--- config.mk ---
export PLATFORM = sky130hd
export DESIGN_NAME = dram_readback_packer_flat
export DESIGN_NICKNAME = d
export VERILOG_FILES = /design/src/rtl/dram_readback_packer_if.sv /design/src/rtl/dram_readback_packer.sv /design/src/flat_wrapper.sv
export SDC_FILE = /design/constraint.sdc
export NUM_CORES = 1
export LEC_CHECK = 0
export BUFFER_PORTS_ARGS = -buffer_cell sky130_fd_sc_hd__clkbuf_2
export CAP_MARGIN = 10
export CORE_ASPECT_RATIO = 1.1
export CORE_MARGIN = 3
export CORE_UTILIZATION = 59
export CTS_CLUSTER_SIZE = 8
export DETAILED_ROUTE_END_ITERATION = 10
export PLACE_DENSITY = 0.84
export SYNTH_ARGS = -nofsm -noshare
export SYNTH_HDL_FRONTEND = slang
export SYNTH_SLANG_ARGS = --single-unit
--- constraint.sdc ---
create_clock -name clk -period 5.5 [get_ports clk]
set_input_delay 0 -clock clk [delete_from_list [all_inputs] [get_ports clk]]
set_output_delay 0 -clock clk [all_outputs]
set_load 0.005 [all_outputs]
--- src/rtl/dram_readback_packer_if.sv ---
// Control, RAM read-port and byte-stream signals of the distributed-RAM readback packer.
// slave = the packer itself; master = whoever drives start/dpo/m_ready.
interface dram_readback_packer_if #(
  parameter int ADDR_W = 8,
  parameter int BYTE_W = 8,
  parameter int LEN_W  = 6
);
  logic              start;
  logic [ADDR_W-1:0] base_addr;
  logic [LEN_W-1:0]  len;
  logic [ADDR_W-1:0] dpra;
  logic              dpo;
  logic [BYTE_W-1:0] m_data;
  logic              m_valid;
  logic              m_ready;
  logic              busy;
  logic              done;

  modport slave (
    input  start, base_addr, len, dpo, m_ready,
    output dpra, m_data, m_valid, busy, done
  );
  modport master (
    output start, base_addr, len, dpo, m_ready,
    input  dpra, m_data, m_valid, busy, done
  );
endinterface

--- src/rtl/dram_readback_packer.sv ---
// Walks consecutive bit addresses of a 256x1 distributed RAM via DPRA/DPO and
// packs every BYTE_W bits LSB-first into bytes on a valid/ready stream.
module dram_readback_packer #(
  parameter int ADDR_W = 8,
  parameter int BYTE_W = 8,
  parameter int LEN_W  = 6
) (
  input logic                   clk,
  input logic                   rst_n,
  dram_readback_packer_if.slave bus
);
  localparam int CNT_W = $clog2(BYTE_W);
  localparam logic [CNT_W-1:0] LAST_BIT = CNT_W'(BYTE_W - 1);

  typedef enum logic [1:0] {IDLE, FETCH, HOLD} state_t;

  state_t            state_q, state_nx;
  logic [ADDR_W-1:0] dpra_q, dpra_nx;
  logic [BYTE_W-1:0] shreg_q, shreg_nx;
  logic [BYTE_W-1:0] data_q, data_nx;
  logic [CNT_W-1:0]  bit_cnt_q, bit_cnt_nx;
  logic [LEN_W-1:0]  left_q, left_nx;
  logic              valid_q, valid_nx;
  logic              busy_q, busy_nx;
  logic              done_q, done_nx;

  always_ff @(posedge clk or negedge rst_n) begin
    if (!rst_n) begin
      state_q   <= IDLE;
      dpra_q    <= '0;
      shreg_q   <= '0;
      data_q    <= '0;
      bit_cnt_q <= '0;
      left_q    <= '0;
      valid_q   <= 1'b0;
      busy_q    <= 1'b0;
      done_q    <= 1'b0;
    end else begin
      state_q   <= state_nx;
      dpra_q    <= dpra_nx;
      shreg_q   <= shreg_nx;
      data_q    <= data_nx;
      bit_cnt_q <= bit_cnt_nx;
      left_q    <= left_nx;
      valid_q   <= valid_nx;
      busy_q    <= busy_nx;
      done_q    <= done_nx;
    end
  end

  always_comb begin
    state_nx   = state_q;
    dpra_nx    = dpra_q;
    shreg_nx   = shreg_q;
    data_nx    = data_q;
    bit_cnt_nx = bit_cnt_q;
    left_nx    = left_q;
    valid_nx   = valid_q;
    busy_nx    = busy_q;
    done_nx    = 1'b0;
    unique case (state_q)
      IDLE: begin
        if (bus.start) begin
          left_nx    = bus.len;
          dpra_nx    = bus.base_addr;
          busy_nx    = 1'b1;
          bit_cnt_nx = '0;
          state_nx   = FETCH;
        end
      end
      FETCH: begin
        // a zero-length request passes through FETCH once just to retire with done
        if (left_q == '0) begin
          busy_nx  = 1'b0;
          done_nx  = 1'b1;
          state_nx = IDLE;
        end else begin
          shreg_nx[bit_cnt_q] = bus.dpo;
          dpra_nx             = dpra_q + 1'b1;
          bit_cnt_nx          = bit_cnt_q + 1'b1;
          if (bit_cnt_q == LAST_BIT) begin
            data_nx    = {bus.dpo, shreg_q[BYTE_W-2:0]};
            valid_nx   = 1'b1;
            bit_cnt_nx = '0;
            state_nx   = HOLD;
          end
        end
      end
      HOLD: begin
        if (bus.m_ready) begin
          valid_nx = 1'b0;
          left_nx  = left_q - 1'b1;
          if (left_q == LEN_W'(1)) begin
            busy_nx  = 1'b0;
            done_nx  = 1'b1;
            state_nx = IDLE;
          end else begin
            state_nx = FETCH;
          end
        end
      end
      default: state_nx = IDLE;
    endcase
  end

  assign bus.dpra    = dpra_q;
  assign bus.m_data  = data_q;
  assign bus.m_valid = valid_q;
  assign bus.busy    = busy_q;
  assign bus.done    = done_q;
endmodule

--- src/flat_wrapper.sv ---
// flat-port wrapper written by rule: the top's interface ports become plain ports
module dram_readback_packer_flat 
#(
  parameter int ADDR_W = 8,
  parameter int BYTE_W = 8,
  parameter int LEN_W  = 6
)
  (clk, rst_n, bus_start, bus_base_addr, bus_len, bus_dpo, bus_m_ready, bus_dpra, bus_m_data, bus_m_valid, bus_busy, bus_done);
  dram_readback_packer_if #(.ADDR_W(ADDR_W), .BYTE_W(BYTE_W), .LEN_W(LEN_W)) bus_i ();
  input logic clk;
  input logic rst_n;
  input wire logic [$bits(bus_i.start)-1:0] bus_start;
  input wire logic [$bits(bus_i.base_addr)-1:0] bus_base_addr;
  input wire logic [$bits(bus_i.len)-1:0] bus_len;
  input wire logic [$bits(bus_i.dpo)-1:0] bus_dpo;
  input wire logic [$bits(bus_i.m_ready)-1:0] bus_m_ready;
  output wire logic [$bits(bus_i.dpra)-1:0] bus_dpra;
  output wire logic [$bits(bus_i.m_data)-1:0] bus_m_data;
  output wire logic [$bits(bus_i.m_valid)-1:0] bus_m_valid;
  output wire logic [$bits(bus_i.busy)-1:0] bus_busy;
  output wire logic [$bits(bus_i.done)-1:0] bus_done;
  assign bus_i.start = bus_start;
  assign bus_i.base_addr = bus_base_addr;
  assign bus_i.len = bus_len;
  assign bus_i.dpo = bus_dpo;
  assign bus_i.m_ready = bus_m_ready;
  assign bus_dpra = bus_i.dpra;
  assign bus_m_data = bus_i.m_data;
  assign bus_m_valid = bus_i.m_valid;
  assign bus_busy = bus_i.busy;
  assign bus_done = bus_i.done;
  dram_readback_packer #(.ADDR_W(ADDR_W), .BYTE_W(BYTE_W), .LEN_W(LEN_W)) u_core (.clk(clk), .rst_n(rst_n), .bus(bus_i));
endmodule
# --- Word-level counts from Yosys, hierarchy flattened ---
# Index checks and enable logic that the tools add are counted.
classes:
  bitwise_logic: 1
  eq_ne: 11
  addsub: 3
  magnitude_cmp: 2
  muxes: 32
  n_reduce_logical: 14
ops:
  columns: ["operator", "n"]
  rows:
  - ["$mux 8", 2]
  - ["$pmux 8 s2", 1]
  - ["$mux 1", 12]
  - ["$mux 6", 2]
  - ["$pmux 6 s2", 1]
  - ["$reduce_and 3->1", 4]
  - ["$mux 3", 3]
  - ["$add 8x1->8 const B", 1]
  - ["$bwmux 8", 1]
  - ["$mux 2", 4]
  - ["$eq 6x1->1 const B", 1]
  - ["$logic_not 6->1", 1]
  - ["$ne 2x1->1 const B", 3]
  - ["$ne 2x2->1 const B", 3]
  - ["$pmux 2 s3", 1]
  - ["$pmux 3 s2", 1]
  - ["$reduce_bool 2->1", 3]
  - ["$sub 6x1->6 const B", 1]
  - ["$reduce_and 5->1", 1]
  - ["$lt 3x4->1 const B", 1]
  - ["$pmux 1 s2", 2]
  - ["$reduce_and 4->1", 1]
  - ["$add 3x1->3 const B", 1]
  - ["$demux 1 s3", 1]
  - ["other kinds (11)", 11]
totals:
  ff_bits: 38

# --- Longest topological paths before layout ---
depth:
  ltp_word: 5
  mapped_depth: 8
  depth_no_buf: 6

# --- Worst setup path after synthesis ---
# Ideal clock, no wire load.
synth_path:
  path_type: "flip-flop to flip-flop"
  start: "register u_core.state_q[0]"
  end: "register u_core.dpra_q[5] (netlist: u_core.bus.dpra[5])"
  required_ps: 5384
  path_stages_with_launch: 8
  setup_ps: 116
  arrival_time_ps: 1801
  path_buffers: 1
  setup_slack_ps: 3583
  path_cell_list: "dfrtp_1 inv_1 ha_1 buf_2 nor2b_1 a311oi_1 nand4_1 o311ai_0"
synth_between:
  elab_chain_len: 3
  elab_cells_between_ends: 7
  classes_between: "3 x eq/ne; 1 x mux; 3 x reduce/logical"
synth_lines:
  columns: ["item", "line", "source"]
  rows:
  - ["from (decl)", "dram_readback_packer.sv:17", "state_t state_q, state_nx;"]
  - ["from (signal assigned)", "dram_readback_packer.sv:39", "state_q <= state_nx;"]
  - ["$eq 2x1->1 / $logic_not 2->1 (equally long branches)", "dram_readback_packer.sv:61", "unique case (state_q)"]
  - ["$ne 2x2->1 (no source line) / $reduce_bool 2->1 (equally long branches)", null, null]
  - ["$reduce_and 3->1 (no source line)", null, null]
  - ["to (signal assigned)", "dram_readback_packer.sv:40", "dpra_q <= dpra_nx;"]
  - ["to (decl)", "dram_readback_packer.sv:18", "logic [ADDR_W-1:0] dpra_q, dpra_nx;"]
# Parallel ways exist; a longest one is shown, timed or not.
# A chain may end at the register's enable or synchronous reset.

# --- Worst setup path after layout ---
layout_path:
  start: "register u_core.state_q[1]"
  end: "register u_core.dpra_q[5] (netlist: u_core.bus.dpra[5])"
# Same word-level chain as after synthesis.

==> results.json <==
{
  "p_seq_frac": 0.410,
  "reg2reg_from": "u_core.state_q[1]",
  "syn_area_mm2": 0.00207,
  "n_antenna_cell": 0,
  "cap_violations": 0,
  "place_ws_ns": 2.97,
  "overflow": 0,
  "min_period_ns": 2.59,
  "cp-end-kind": "flop",
  "grt_pass1_wl_um": 7600,
  "start_util": 0.646,
  "dr_total_vias": 1747,
  "arrival_ns": 2.85,
  "switchingPower_w": 0.000492,
  "rows": 21,
  "grt_max_degree": 38,
  "final.setup.worst_slack_ns": 2.91,
  "setup_violations": 0,
  "synthToLayoutAreaGrowth_pct": 20.4,
  "cts_buffer_depth": 2,
  "syn_area_per_cell_um2": 10.3,
  "ir_worst_vdd_uv": 302,
  "synth_top_area_cell": "dfrtp_1",
  "ys_seq_area_frac": 0.447,
  "drc": 0,
  "clockPowerShare": 0.163,
  "clkTransAtPathRegs_ns": 0.12,
  "hold_viol": 0,
  "yosys_warnings": 0,
  "fillers": 226,
  "cp_max_fo": 24,
  "synthTopCellsByArea": "dfrtp_1, mux2_2, ha_1",
  "post-cts-setup-buffer-count": 0,
  "worstSetupStartpoint": "u_core.state_q[1]",
  "cts_root_buffer": "clkbuf_4",
  "ctsResizeCount": 0,
  "grt_pass1_vias": 1654,
  "powerDensity_mw_per_mm2": 479,
  "vias_per_cell": 5.82,
  "dieWidth_um": 62.5,
  "status": "finished clean",
  "relSlewSlack": 0.343,
  "tns_ns": 0,
  "drive_gt1_frac": 0.276,
  "ys_ff_latch": 37,
  "htree_levels": 2,
  "wire_per_inst_um": 15.1,
  "required_ns": 5.76,
  "cp-start-kind": "flop",
  "critical_path_class": "flop to flop",
  "antenna_found_initial": 0,
  "comb_power_share": 0.427,
  "drt_wl_total_um": 4530,
  "num-nets-final": 282,
  "hp-start": "bus_base_addr[6]",
  "die_y_um": 68.2,
  "drtPass1Iterations": 4,
  "hpwl_um": 3050,
  "placed_cells": 278,
  "ys_types": 45,
  "power_leakage_nw": 1.16,
  "drt_iter0_drc": 89,
  "ant_nets": 0,
  "period_share": 0.471,
  "fmax_mhz": 386,
  "p_sw_frac": 0.411,
  "holdPathStages": 4,
  "cts_tree": "built",
  "reg2reg_depth": 6,
  "io-pin-count": 38,
  "worst_skew_pair.late_latency_ns": 0.36,
  "final_max_slew_viol_count": 0,
  "synth_cells": 202,
  "synthesis.nets": 231,
  "post_dp_cell_area_mm2": 0.00227,
  "stdcell_area_mm2": 0.00249,
  "gp_congestion": 0.840,
  "layout.cells.non_filler": 300,
  "grtUsageTotal": 0.231,
  "synth_top_area_share": 0.447,
  "portBuffers": 37,
  "p_int_w": 0.000704,
  "holdCritPathClass": "input pin to flop",
  "rsz0062_at_grt": "false",
  "final_cell_mix": "clkbuf_2, dfrtp_1, mux2_2",
  "tightest_slew_ns": 0.979,
  "core_area_mm2": 0.00321,
  "numCtsBuffers": 5,
  "dieArea_mm2": 0.00426,
  "clock_sinks": 37,
  "fin_skew_ns": 0.0134
}
## power by group through the flow
stage	registers, W	logic (W)	clock network (W)
floorplan	0.000469	0.000373	0
global placement	0.000489	0.000484	0
detailed placement	0.000494	0.000497	0
CTS	0.000487	0.000508	0.000200
global route	0.000509	0.000575	0.000207
finish	0.000490	0.000510	0.000195
## registers in the layout, indices dropped and copies added (netlist names)
signal	cells
u_core.bus.dpra	8
u_core.bus.m_data	8
u_core.shreg_q	7
u_core.left_q	6
u_core.bit_cnt_q	3
u_core.state_q	2
u_core.bus.busy	1
u_core.bus.done	1
u_core.bus.m_valid	1
## layout make-up
class	instances	area [um^2]	share of cell area
inverter	14	52.6	0.0211
multi-input combinational	144	1050	0.421
tap	46	57.6	0.0231
clock buffer	5	37.5	0.0150
clock inverter	3	46.3	0.0186
sequential	37	926	0.371
timing repair buffer	51	325	0.130
## Yosys cell counts (all sizes together)
master   instances
nor3b            1
o311a            2
o211ai           1
nor2b            2
a22oi            2
clkbuf           3
o221a            1
a32oi            1
nand4b           2
ha              10
nor4b            2
a21boi           3
mux2            16
o2111ai          1
nor3             6
nand2b           2
nor4             4
a21o             2
nor2            12
inv             14
nand3b           2
a2111oi          1
mux2i            4
a311o            3
o22ai            6
and3             1
o311ai           1
nand3            7
a211oi           1
o21ai           10
dfrtp           37
or2              2
a21oi           13
and2             1
buf              4
or3              2
nand2           14
a311oi           2
nand4            3
or4              1
## logic make-up (layout without fill, tap and decap cells)
group,count (synthesis),count (layout),share of synthesized area
and+or+nand+nor,64,64,0.172
AOI/OAI and AO/OA,50,50,0.168
DFF,37,37,0.447
buffers and inverters,21,73,0.0465
muxes,20,20,0.106
adders and majority gates,10,10,0.0604
## worst max-delay path, cell delays in order (launching register included)
cell	delay, ns
dfrtp_1	0.42
inv_1	0.10
ha_1	0.71
nor2_1	0.16
a311oi_1	0.80
nand4_1	0.15
o311ai_0	0.14
## through the flow
step | utilization | hold slack (ns) | total power (W)
after CTS | 0.778 | 0.0161 | 0.00120
after detailed placement | 0.708 | 0.171 | 0.000991
after global placement | 0.708 | 0.177 | 0.000973
after global routing | 0.778 | 0.0486 | 0.00129
final | 0.778 | 0.0314 | 0.00120
after floorplan | - | -0.296 | 0.000841
## final timing paths
kind	endpoint	slack, ns
max	u_core.bus.dpra[5]	2.91
min	u_core.bus.dpra[6]	0.03
max reg2reg	u_core.bus.dpra[5]	2.91
min reg2reg	u_core.bus.m_data[6]	0.52
max in group asynchronous	u_core.bus.m_data[6]	4.64
min in group asynchronous	u_core.left_q[5]	0.28
## layer usage
| layer | wire length [um] | global-route usage |
|---|---|---|
| met1 | 2040 | 0.278 |
| met4 | 112 | 0.118 |
| met2 | 2230 | 0.406 |
| met3 | 151 | 0.0378 |
| met5 | 0 | 0 |
## what timing repair did
action / in CTS / in global routing
hold buffers: 14 / 0
hold endpoints to repair: 57 / 0
endpoints found under the setup margin: 0 / 0
Power figures use the tool's default switching activity.
